File: src/rtl/clock_gate_pkg.sv
// Shared types and constants for the clock gating controller.
package clock_gate_pkg;

  typedef enum logic [1:0] {
    CG_OFF,
    CG_WAKE,
    CG_ON,
    CG_HOLD
  } cg_state_t;

  localparam int unsigned CG_STATS_W = 32;

  // Width of a down-counter that must hold max(wake, idle); never narrower than 1 bit.
  function automatic int unsigned cg_cnt_w(input int unsigned wake, input int unsigned idle);
    int unsigned m;
    m = (wake > idle) ? wake : idle;
    if (m == 0) return 1;
    return $clog2(m + 1);
  endfunction

endpackage

File: src/rtl/clock_gate_ctrl_icg_cell.sv
// Integrated clock gate: low-transparent latch on the enable followed by an AND with the clock.
module icg_cell (
  input  logic clk_in,
  input  logic en,
  input  logic test_en,
  output logic gclk
);

  logic r_en_lat;

  // Enable only changes while clk_in is low, so gclk can never be chopped mid-pulse.
  always_latch begin
    if (!clk_in) r_en_lat <= en | test_en;
  end

  assign gclk = clk_in & r_en_lat;

endmodule

File: src/rtl/clock_gate_ctrl.sv
// N-channel clock gating controller with req/ack handshake, wake-up delay and idle hysteresis.
// Optional per-channel active-cycle counters when CLOCK_GATE_CTRL_STATS_EN is defined.
module clock_gate_ctrl
  import clock_gate_pkg::*;
#(
  parameter int unsigned N        = 4,
  parameter int unsigned WAKE_CYC = 2,
  parameter int unsigned IDLE_CYC = 8
) (
  input  logic         clk_in,
  input  logic         rst,
  input  logic         scan_en,
  input  logic [N-1:0] clk_req,
  output logic [N-1:0] clk_ack,
  output logic [N-1:0] gclk_out,
  output logic [N-1:0] gate_en
`ifdef CLOCK_GATE_CTRL_STATS_EN
  ,
  output logic [N*CG_STATS_W-1:0] active_cnt
`endif
);

  localparam int unsigned CNT_W = cg_cnt_w(WAKE_CYC, IDLE_CYC);
  localparam int unsigned WAKE_LD_I = (WAKE_CYC > 0) ? WAKE_CYC - 1 : 0;
  localparam int unsigned IDLE_LD_I = (IDLE_CYC > 0) ? IDLE_CYC - 1 : 0;
  localparam logic [CNT_W-1:0] WAKE_LD = CNT_W'(WAKE_LD_I);
  localparam logic [CNT_W-1:0] IDLE_LD = CNT_W'(IDLE_LD_I);
  localparam logic [CNT_W-1:0] CNT_ONE = CNT_W'(1);

  for (genvar g = 0; g < int'(N); g++) begin : g_ch
    cg_state_t        r_state, w_state_d;
    logic [CNT_W-1:0] r_cnt, w_cnt_d;

    // Next-state and counter logic for one channel.
    always_comb begin
      w_state_d = r_state;
      w_cnt_d   = r_cnt;
      case (r_state)
        CG_OFF: begin
          if (clk_req[g]) begin
            if (WAKE_CYC > 0) begin
              w_state_d = CG_WAKE;
              w_cnt_d   = WAKE_LD;
            end else begin
              w_state_d = CG_ON;
            end
          end
        end
        // A dropped request does not abort the wake; ON re-evaluates it afterwards.
        CG_WAKE: begin
          if (r_cnt == '0) w_state_d = CG_ON;
          else             w_cnt_d   = r_cnt - CNT_ONE;
        end
        CG_ON: begin
          if (!clk_req[g]) begin
            if (IDLE_CYC > 0) begin
              w_state_d = CG_HOLD;
              w_cnt_d   = IDLE_LD;
            end else begin
              w_state_d = CG_OFF;
            end
          end
        end
        // A request, even on the expiry cycle, wins over gating off.
        CG_HOLD: begin
          if (clk_req[g]) begin
            w_state_d = CG_ON;
            w_cnt_d   = '0;
          end else if (r_cnt == '0) begin
            w_state_d = CG_OFF;
          end else begin
            w_cnt_d = r_cnt - CNT_ONE;
          end
        end
        default: begin
          w_state_d = CG_OFF;
          w_cnt_d   = '0;
        end
      endcase
    end

    // State and counter registers with synchronous reset.
    always_ff @(posedge clk_in) begin
      if (rst) begin
        r_state <= CG_OFF;
        r_cnt   <= '0;
      end else begin
        r_state <= w_state_d;
        r_cnt   <= w_cnt_d;
      end
    end

    assign gate_en[g] = (r_state != CG_OFF);
    assign clk_ack[g] = (r_state == CG_ON) || (r_state == CG_HOLD);

    icg_cell u_icg (
      .clk_in  (clk_in),
      .en      (gate_en[g]),
      .test_en (scan_en),
      .gclk    (gclk_out[g])
    );

`ifdef CLOCK_GATE_CTRL_STATS_EN
    logic [CG_STATS_W-1:0] r_active;

    // Saturating count of cycles with the gate enabled.
    always_ff @(posedge clk_in) begin
      if (rst) begin
        r_active <= '0;
      end else if (gate_en[g] && (r_active != '1)) begin
        r_active <= r_active + CG_STATS_W'(1);
      end
    end

    assign active_cnt[g*CG_STATS_W +: CG_STATS_W] = r_active;
`endif
  end

endmodule

File: config.mk
export PLATFORM = sky130hd
export DESIGN_NAME = clock_gate_ctrl
export DESIGN_NICKNAME = d
export VERILOG_FILES = /design/src/rtl/clock_gate_pkg.sv /design/src/rtl/clock_gate_ctrl_icg_cell.sv /design/src/rtl/clock_gate_ctrl.sv
export SDC_FILE = /design/constraint.sdc
export NUM_CORES = 1
export LEC_CHECK = 0
export BUFFER_PORTS_ARGS = -buffer_cell sky130_fd_sc_hd__buf_4
export CAP_MARGIN = 10
export CELL_PAD_IN_SITES_DETAIL_PLACEMENT = 2
export CELL_PAD_IN_SITES_GLOBAL_PLACEMENT = 2
export CORE_ASPECT_RATIO = 0.9
export CORE_MARGIN = 10
export CORE_UTILIZATION = 36
export CTS_BUF_LIST = sky130_fd_sc_hd__clkbuf_16
export CTS_CLUSTER_DIAMETER = 200
export DETAILED_ROUTE_END_ITERATION = 8
export PLACE_DENSITY_LB_ADDON = 0.12
export SLEW_MARGIN = 0
export SYNTH_ARGS = -nofsm -noshare
export SYNTH_HDL_FRONTEND = slang
export SYNTH_HIERARCHICAL = 1
export SYNTH_SLANG_ARGS = --single-unit
File: constraint.sdc
create_clock -name clk_in -period 3.3 [get_ports clk_in]
set_clock_uncertainty 0.05 [all_clocks]
set_input_delay 0.33 -clock clk_in [delete_from_list [all_inputs] [get_ports clk_in]]
set_output_delay 0.33 -clock clk_in [all_outputs]
set_load 0.05 [all_outputs]
# == After elaboration in Yosys (flattened, before gate mapping) ==
# Index checks and enable logic that the tools add are counted.
# totals
word_cells,124
latchBits,4
out_inout_bits,12
reg_bits,24
# op_classes
n_eq_ne,28
addsub,4
n_reduce_logical,24
bitwise,8
mux,48
# ops
cell,count
$mux W4,16
$pmux W4 S4,4
$mux W2,20
$pmux W2 S4,4
$ne A2 B2 Y1 const B,12
$eq A2 B2 Y1 const B,8
$logic_not A4 Y1,4
$reduce_and A4 Y1,4
$sub A4 B1 Y4 const B,4
$ne A3 B3 Y1 const B,4
$eq A2 B1 Y1 const B,4
$logic_not A2 Y1,4
$reduce_and A2 Y1,4
$reduce_bool A2 Y1,4
$and A1 B1 Y1,4
$logic_or A1 B1 Y1,4
$mux W1,4
$or A1 B1 Y1,4

# == Depth between registers and ports, before layout ==
# depth
word_depth,4
ltp_mapped,6

# == Modules after synthesis ==
# Netlist, hierarchy kept.
# by_module_without_submodules
module,seq_area_each_um2,n_inst,area_each_um2,cells_each
clock_gate_ctrl,480.5,1,1515.2,190
icg_cell,0.0,4,27.5,3

==> run summary <==
Pre-CTS setup slack -> 0.5803 ns
Async S/R FF share, synth -> 0%
Area of the multi-input gates -> 948.4 um^2
Initial DRC count -> 32
Synth-to-Final Area Change -> 19.63%
Total number of vias -> 1502
Postcts setup bufs -> 0
Top cells by area, synth -> dfxtp_1 (30%), a21oi_1 (6.5%), nand2_1 (4.2%)
Core ar. -> 4403 um^2
Share of layout cells above drive strength 1 -> 17.37%
Vias in the first global route -> 1665
Initial cell density of the core -> 36.91%
Slew Viols, Final -> 0
Hold Path Origin -> clk_req[1]
Die H -> 83.75 um
GPL Wtd Cong -> 0.8257
Worst skew pair latency -> 0.37 ns
Synthesis Warnings -> 6
Fin worst setup slack -> 0.06546 ns
Critical path origin -> g_ch[0].u_icg/r_en_lat
Pin count of the biggest net entering global routing -> 27
Post-Syn Instances -> 202
Gr usage total -> 12.82%
Ys flop type -> dfxtp_1
Crit-path max FO -> 1
Die area -> 7606 um^2
Post-cts resize count -> 0
#FFs+latches synth -> 28
Fillers -> 507
Vias per cell -> 5.462
R2R Path Start -> g_ch[1].r_state[0]
Syn Nets -> 213
First-pass GRT wire length -> 7.969 mm
Startpoint Class -> latch
Post-route insts no fill -> 275
Port bufs -> 18
Fin. Hold Viols -> 0
TritonCTS clock tree -> yes
Final ANT Viol Nets -> 0
WP data arrival -> 2.85 ns
Hold Buf Count CTS -> 0
Largest area contributor in the netlist -> dfxtp_1
Sequential cell area -> 540.5 um^2
Total grt overflow -> 0
CTS clock-pin slew for the worst setup and hold paths -> 0.07 ns
Mean Syn Cell Area -> 8.046 um^2
Endpoints failing setup -> 0
IO Pins -> 19
DP Cell Count -> 267
Synth top area share -> 29.56%
Lkg Pwr -> 0.7629 nW
Max_cap viols -> 0
CP Class -> latch to primary output
Headroom to the max-slew limit -> 68.59%
Worst Tran Pin Value -> 0.4705 ns
DRC -> 0
DIE WIDTH -> 90.83 um
First-pass iteration count of the detailed router -> 4
Number of library cell types mapped by synthesis -> 55
Post-route setup TNS -> 0 ns
Crit path capture type -> primary output
DR WL/cell -> 17.66 um
Total power -> 2.085 mW
CP Data Required Time -> 2.92 ns
Ant. Diodes -> 0
Peak VDD IR -> 0.3978 mV
Nets -> 225
Status -> finished clean
Row cnt -> 23
Synthesized area -> 1625 um^2
Fin util -> 44.16%
Drt total wl -> 4.857 mm
Initial antenna violation count -> 0
Pwr per Cell Area -> 1072 nW/um^2
Post-synth EDFFs -> 0
Hpwl dp -> 3.334 mm
RSZ-0062 raised after global routing -> false
Min-Delay Path Class -> input pin to register
-- flip-flops by register name (all words and copies together), names as in the netlist --
name and count:
g_ch.r_cnt 16, g_ch.r_state 8, g_ch.u_icg/r_en_lat 4
-- worst paths after layout --
| check | to | slack (ns) | depth (start not counted) |
|---|---|---|---|
| min reg2reg | g_ch[3].r_cnt[0] | 0.48 | 2 |
| max | gclk_out[0] | 0.07 | 2 |
| min | g_ch[1].r_cnt[2] | 0.15 | 2 |
| max reg2reg | g_ch[1].u_icg/r_en_lat | 0.59 | 3 |
-- layout make-up --
type / count / area share (%)
clock buffers: 11 / 10.55
clock inverters: 1 / 0.1931
inverters: 17 / 3.282
multi-input cells: 142 / 48.78
flip-flops and latches: 28 / 27.80
well taps: 62 / 3.990
repair buffers: 14 / 5.405
-- metal layers --
metal  wire length (um)  vias up  track usage [%]
li1                   -      738                -
met3                204       13            5.396
met5                  0        -                0
met4                 99        0            6.543
met1               2149      722            13.48
met2               2404       29            21.48
-- cells in the mapped netlist, types with 3 or more instances --
| master | number |
|---|---|
| a211oi_1 | 5 |
| and2_1 | 5 |
| a21oi_1 | 21 |
| o21ai_0 | 8 |
| clkbuf_1 | 6 |
| inv_1 | 17 |
| nor2_1 | 10 |
| dlxtn_1 | 4 |
| xnor2_1 | 3 |
| nor3_1 | 11 |
| dfxtp_1 | 24 |
| nand2_1 | 18 |
| or2_1 | 6 |
| buf_2 | 7 |
| nor3b_1 | 4 |
| xor2_1 | 3 |
| ha_1 | 4 |
-- per-stage QoR --
stage	hold slack [ns]	instance area, um^2
after floorplan	0.3766	1625
after global placement	0.4447	1765
after detailed placement	0.4757	1765
after CTS	0.1407	1944
after global routing	0.1375	1944
final	0.1481	1944
-- placed cells by master, fill, tap and decap left out, types with 2 or more instances in the layout --
cell / n
nor3_1: 11
clkbuf_16: 7
and2_1: 5
ha_1: 4
or2_1: 6
dlxtn_1: 4
buf_4: 18
dfxtp_1: 24
nor3b_2: 2
a211oi_1: 5
o21ai_0: 8
or3_1: 2
nand2_1: 18
xor2_1: 3
a2111oi_2: 2
nor3b_1: 4
nor2_1: 10
nand4b_1: 2
a22o_1: 2
inv_1: 17
nor4_1: 2
o2111ai_1: 2
xnor2_1: 3
a21oi_1: 21
-- where the power goes --
part | switching (mW) | leakage (nW) | internal, mW
Clock | 0.340 | 0.118 | 0.437
Combinational | 0.456 | 0.414 | 0.299
Sequential | 0.138 | 0.231 | 0.414
Total | 0.935 | 0.763 | 1.15
-- critical path, cell delays in order (launching register included) --
cell     delay [ns]
dlxtn_1        0.41
and2_1         0.16
buf_4          0.21
-- kinds of logic after synthesis --
family | after synthesis | share of synthesized area [%]
AND/OR/NAND/NOR | 72 | 25.94
AO/OA/AOI/OAI | 58 | 24.87
buffers and inverters | 32 | 8.390
flip-flops | 24 | 29.56
XOR/XNOR | 6 | 3.234
adder cells (fa/ha/maj) | 5 | 3.695
latches | 4 | 3.695
multiplexers | 1 | 0.6159
(Power assumes the default switching activity.)
